--- src/rtl/player_input_encoder.sv ---
// Per-player key encoder: synchronises and debounces raw board keys, then turns
// them into a spaced command stream (direction + bomb) with auto-repeat.
module player_input_encoder #(
  parameter int DEBOUNCE_CYCLES = 4,
  parameter int REPEAT_DELAY    = 10,
  parameter int REPEAT_PERIOD   = 6,
  parameter int CNT_W           = 24
) (
  input  logic       clk,
  input  logic       rst,
  input  logic       i_key_up,
  input  logic       i_key_down,
  input  logic       i_key_left,
  input  logic       i_key_right,
  input  logic       i_key_bomb,
  output logic [2:0] o_direction,
  output logic       o_bomb,
  output logic       o_valid
);

  localparam logic [2:0]       DIR_STOP = 3'd4;
  localparam logic [CNT_W-1:0] CNT_ONE  = CNT_W'(1);
  localparam logic [CNT_W-1:0] DB_LAST  = CNT_W'(DEBOUNCE_CYCLES - 1);
  localparam logic [CNT_W-1:0] RD_LAST  = CNT_W'(REPEAT_DELAY - 1);
  localparam logic [CNT_W-1:0] RP_LAST  = CNT_W'(REPEAT_PERIOD - 1);

  typedef enum logic [1:0] {IDLE, DELAY, REPEAT} state_t;

  state_t           state, state_n;
  logic [4:0]       raw_keys;
  logic [4:0]       key_p0, key_p1, stable;
  logic [CNT_W-1:0] db_cnt [5];
  logic [2:0]       dir, last_dir;
  logic [CNT_W-1:0] rpt_cnt, rpt_cnt_n;
  logic             bomb_prev, bomb_pend, def_pend;
  logic             dir_req, bomb_req, emit;

  // bit order: 0=up 1=down 2=left 3=right 4=bomb
  assign raw_keys = {i_key_bomb, i_key_right, i_key_left, i_key_down, i_key_up};

  // p0/p1: two-flop synchroniser, then per-key debounce into stable
  always_ff @(posedge clk) begin
    if (rst) begin
      key_p0 <= '0;
      key_p1 <= '0;
      stable <= '0;
      for (int k = 0; k < 5; k++) db_cnt[k] <= '0;
    end else begin
      key_p0 <= raw_keys;
      key_p1 <= key_p0;
      for (int k = 0; k < 5; k++) begin
        if (key_p1[k] == stable[k]) begin
          db_cnt[k] <= '0;
        end else if (db_cnt[k] >= DB_LAST) begin
          stable[k] <= ~stable[k];
          db_cnt[k] <= '0;
        end else begin
          db_cnt[k] <= db_cnt[k] + CNT_ONE;
        end
      end
    end
  end

  always_comb begin
    dir = DIR_STOP;
    if      (stable[0]) dir = 3'd0;
    else if (stable[1]) dir = 3'd1;
    else if (stable[2]) dir = 3'd2;
    else if (stable[3]) dir = 3'd3;
  end

  always_comb begin
    state_n   = state;
    rpt_cnt_n = rpt_cnt;
    dir_req   = 1'b0;
    case (state)
      IDLE: begin
        if (dir != DIR_STOP) begin
          dir_req   = 1'b1;
          state_n   = DELAY;
          rpt_cnt_n = '0;
        end
      end
      DELAY, REPEAT: begin
        if (dir == DIR_STOP) begin
          state_n   = IDLE;
          rpt_cnt_n = '0;
        end else if (dir != last_dir) begin
          dir_req   = 1'b1;
          state_n   = DELAY;
          rpt_cnt_n = '0;
        end else if (rpt_cnt >= ((state == DELAY) ? RD_LAST : RP_LAST)) begin
          dir_req   = 1'b1;
          state_n   = REPEAT;
          rpt_cnt_n = '0;
        end else begin
          rpt_cnt_n = rpt_cnt + CNT_ONE;
        end
      end
      default: begin
        state_n   = IDLE;
        rpt_cnt_n = '0;
      end
    endcase
  end

  // A request landing on a strobe cycle waits one cycle; the pending flags merge it
  assign bomb_req = bomb_pend | (stable[4] & ~bomb_prev);
  assign emit     = ~o_valid & (dir_req | (def_pend & (dir != DIR_STOP)) | bomb_req);

  // command register stage: fields held for the strobe cycle and the one after
  always_ff @(posedge clk) begin
    if (rst) begin
      state       <= IDLE;
      rpt_cnt     <= '0;
      last_dir    <= DIR_STOP;
      bomb_prev   <= 1'b0;
      bomb_pend   <= 1'b0;
      def_pend    <= 1'b0;
      o_valid     <= 1'b0;
      o_direction <= DIR_STOP;
      o_bomb      <= 1'b0;
    end else begin
      state     <= state_n;
      rpt_cnt   <= rpt_cnt_n;
      last_dir  <= dir;
      bomb_prev <= stable[4];
      bomb_pend <= bomb_req & ~emit;
      def_pend  <= (dir_req | def_pend) & ~emit & (dir != DIR_STOP);
      o_valid   <= emit;
      if (emit) begin
        o_direction <= dir;
        o_bomb      <= bomb_req;
      end else if (!o_valid) begin
        o_direction <= DIR_STOP;
        o_bomb      <= 1'b0;
      end
    end
  end

endmodule

--- config.mk ---
export PLATFORM = sky130hd
export DESIGN_NAME = player_input_encoder
export DESIGN_NICKNAME = d
export VERILOG_FILES = /design/src/rtl/player_input_encoder.sv
export SDC_FILE = /design/constraint.sdc
export NUM_CORES = 1
export LEC_CHECK = 0
export CORE_MARGIN = 3
export CORE_UTILIZATION = 44
export DETAILED_ROUTE_END_ITERATION = 12
export PLACE_DENSITY = 0.57
export REMOVE_ABC_BUFFERS = 1
export SYNTH_ARGS = -nofsm -noshare
export SYNTH_HDL_FRONTEND = slang
export SYNTH_SLANG_ARGS = --single-unit
--- constraint.sdc ---
create_clock -name clk -period 2.7 [get_ports clk]
set_clock_uncertainty 0.15 [all_clocks]
set_input_delay 0.405 -clock clk [delete_from_list [all_inputs] [get_ports clk]]
set_output_delay 0.405 -clock clk [all_outputs]
set_load 0.005 [all_outputs]
==> metrics list <==
- Number of nets at the end of the flow: 723
* Number of storage elements in the synthesis netlist: 172
* Fraction of layout instances using a drive strength above 1: 5.59%
- Effective utilization at floorplan: 45.2%
- Max Clk Rate: 400 MHz
- Of all cell types, the one taking the most synthesized area is sky130_fd_sc_hd__edfxtp_1.
- I/O Pins: 12
- Worst path max stage delay: 0.68 ns
* Top post-synthesis cells by area: sky130_fd_sc_hd__edfxtp_1 57%, sky130_fd_sc_hd__dfxtp_1 16%, sky130_fd_sc_hd__nor4_1 2.9%, sky130_fd_sc_hd__a21oi_1 2.8%, sky130_fd_sc_hd__ha_1 2.6%
- 0 antenna diodes ended up in the layout.
- Setup repair after global routing missed its margin: no
* Area of the core: 0.0140 mm2
- Crit start category: register
* Syn-to-layout area delta: 28.1%
- Setup violations remaining at the end of the flow were counted as 0.
- Post-DP HPWL: 6570 um
* Final period utilization: 92.5%
- Final min period: 2.50 ns
* Slew headroom: 43.1%
* Average wire per standard cell: 10.6 um
* Number of global-route vias before repair: 3907
- Via-per-instance ratio: 4.30
- Type of the setup path with the least slack: register to register
* CTS tree: built
- Counting distinct cell types in the post-synthesis netlist gives 41.
- Together, buffers and inverters on the worst path number 0.
* Die width: 126 um
- Global routing finished with a remaining overflow of 0.
- Hold Vio Cnt, Final: 0
* Total of buffers placed on input and output ports: 11
* Number of instances in the synthesized netlist: 450
* Gr usage total: 13.4%
- At the end of routability-driven placement, the weighted congestion stood at 0.793.
- The pre-antenna-repair detailed-routing pass consisted of 4 iterations.
* Final sum of negative setup slack: 0 ns
* Worst vdd rail ir drop: 0.000573 V
* Number of antenna violations at the first check in global routing: 0
- The synthesized netlist devotes 2.57% of its cell area to adder and majority cells.
- Type of the most critical hold path: register to register
- STA puts the critical path data required time at 2.87 ns.
* Arr. time, crit path: 2.67 ns
- The flow ran to the end, and the final reports show no timing, DRC or antenna violations.
- Most frequent cell after synthesis: sky130_fd_sc_hd__edfxtp_1
- For the pin with the worst max-slew slack, the measured transition is 0.847 ns.
- Worst path cell trace: or4_1 -> mux2_4 -> o22ai_4 -> nand4_4 -> o21ai_0
- The synthesized netlist occupies a cell area of 0.00633 mm2.
- The portion of synthesized area spent on multiplexers is 0.237%.
- Summing the areas of all compound-gate instances in the mapped netlist gives 5.95% of the synthesized area.
- Number of rows created at floorplan: 43
- Core utilization of the finished layout: 57.9%
* Post-CTS setup buffers: 0
- After filler insertion, the fill cell instance count of the layout stands at 1190.
* Synth Area in XOR/XNOR: 2.77%
- The floorplan step defined a die boundary enclosing 0.0159 mm2.
- STA classifies the critical path endpoint as a register.
- In this run, CTS created clock tree buffers numbering 17.
- By area, the combinational part of the netlist is dominated by simple AND/OR/NAND/NOR gates.
- EDFF count, synth: 120
* Max Cap Violations: 0
- TritonCTS sink count: 172
- The routed design has 9460 um of wire.
- In this design, the largest share of critical-path delay is due to simple AND/OR/NAND/NOR gates.
- Synth top cells by count: 120 x sky130_fd_sc_hd__edfxtp_1, 52 x sky130_fd_sc_hd__dfxtp_1, 35 x sky130_fd_sc_hd__a21oi_1, 30 x sky130_fd_sc_hd__nand2_1
- Clock-pin slew was measured on the worst setup and hold paths at 0.06 ns.
- Power density normalized to cell area: 701 mW/mm2
* Synth async-reset ratio: 0%
- The longest clock path from root to sink contains 2 buffers.
- Wire length of the first global-routing pass: 16800 um
- Final Max Tran Viols: 0
- Clock root cell: sky130_fd_sc_hd__clkbuf_16
* Count of routing violations after the opening detailed-route iteration: 199
- Summed over all cells, the static leakage comes to 3.22 nW.
- Register area share after synthesis: 73.4%
- Maximum fanout encountered on the critical timing path: 24
- Total Power Consumption: 5.68 mW
- # DRC: 0
* Routed Antenna Nets: 0
* Post-synth top area share: 57.0%
- Yosys printed 0 warnings.
* Critical Path Slowest Stage Cell: sky130_fd_sc_hd__or4_1
* Post-Syn Area per Cell: 14.1 um2
- In the synthesized netlist the dominant register cell turns out to be sky130_fd_sc_hd__edfxtp_1.
- Routed via count: 3852
- The clock reaches the later pin of the worst-skew pair after 0.42 ns.
* Maximum number of pins on one net before global-route repair: 25
* H-tree lvl count: 4
- Synthesized-area fraction occupied by and/or/nand/nor cells: 13.5%
- Vert. Die Dim: 126 um
state kept, by name (all words and copies together) (netlist names), 2 cells and up:
| register | flops |
|---|---|
| rpt_cnt | 24 |
| db_cnt | 120 |
| state | 2 |
| key_p0 | 5 |
| stable | 5 |
| o_direction | 3 |
| key_p1 | 5 |
| last_dir | 3 |
timing repair:
item	CTS	global route
resized for setup	0	1
setup endpoints to repair	0	3
hold buffers	0	0
cells in the final DEF, fill, tap and decap left out, types with 11 or more instances in the layout:
master and instances:
sky130_fd_sc_hd__a21oi_1 35, sky130_fd_sc_hd__and3_1 13, sky130_fd_sc_hd__clkbuf_16 17, sky130_fd_sc_hd__clkdlybuf4s50_1 11, sky130_fd_sc_hd__conb_1 230, sky130_fd_sc_hd__dfxtp_1 52
sky130_fd_sc_hd__edfxtp_1 120, sky130_fd_sc_hd__ha_1 13, sky130_fd_sc_hd__nand2_1 30, sky130_fd_sc_hd__nand4_1 11, sky130_fd_sc_hd__nor2_1 29, sky130_fd_sc_hd__nor2b_1 14
sky130_fd_sc_hd__nor4_1 29, sky130_fd_sc_hd__o21ai_0 13, sky130_fd_sc_hd__xor2_1 11
power breakdown:
part / switching, mW / internal, mW / total, mW
Clock: 0.985 / 1.46 / 2.44
Combinational: 0.136 / 0.0676 / 0.204
Sequential: 0.0490 / 2.99 / 3.04
worst reg2reg max path: stages, from the launching register on:
cell	delay [ns]
sky130_fd_sc_hd__dfxtp_1	0.36
sky130_fd_sc_hd__or4_1	0.68
sky130_fd_sc_hd__mux2_4	0.33
sky130_fd_sc_hd__o22ai_4	0.21
sky130_fd_sc_hd__nand4_4	0.35
sky130_fd_sc_hd__o21ai_0	0.32
cell type report:
class	count	area, um2	area share (%)
multi-input combinational	486	2450	30.2
tap	180	225	2.78
clock buffer	18	429	5.30
clock inverter	14	169	2.08
sequential	172	4640	57.3
timing repair buffer	16	148	1.82
inverter	10	37.5	0.463
per-layer routing:
layer,GRT usage [%],vias up,part of all wire [%]
li1,-,1974,-
met1,15.7,1797,44
met2,21.9,59,50
met3,4.54,22,3.8
met4,7.00,0,2.4
met5,0,-,0
cells by family after synthesis:
| group | count (synthesis) |
|---|---|
| muxes | 1 |
| other | 2 |
| adders and majority gates | 13 |
| xor gates and xnor gates | 20 |
| buffers and inverters | 20 |
| and+or+nand+nor | 158 |
| DFF | 172 |
| AOI/OAI and AO/OA | 64 |
final timing paths:
| check | endpoint | slack (ns) | startpoint | cells past startpoint |
|---|---|---|---|---|
| hold / removal | key_p1[3]$_SDFF_PP0_ | 0.29 | key_p0[3]$_SDFF_PP0_ | 1 |
| setup reg to reg | rpt_cnt[4]$_SDFFE_PP0P_ | 0.20 | stable[3]$_SDFFE_PP0N_ | 5 |
| hold reg to reg | key_p1[3]$_SDFF_PP0_ | 0.29 | key_p0[3]$_SDFF_PP0_ | 1 |
| setup / recovery | rpt_cnt[4]$_SDFFE_PP0P_ | 0.20 | stable[3]$_SDFFE_PP0N_ | 5 |
metrics by stage:
step	setup WS, ns	instances	cell area, um2	hold slack (ns)
after CTS	0.151	896	8100	0.294
after global placement	0.347	864	7500	0.276
after floorplan	0.544	668	7130	0.264
after global routing	0.0439	896	8100	0.301
after detailed placement	0.234	864	7500	0.280
final	0.201	896	8100	0.290
Note: power is estimated with default switching activity, not from simulation.
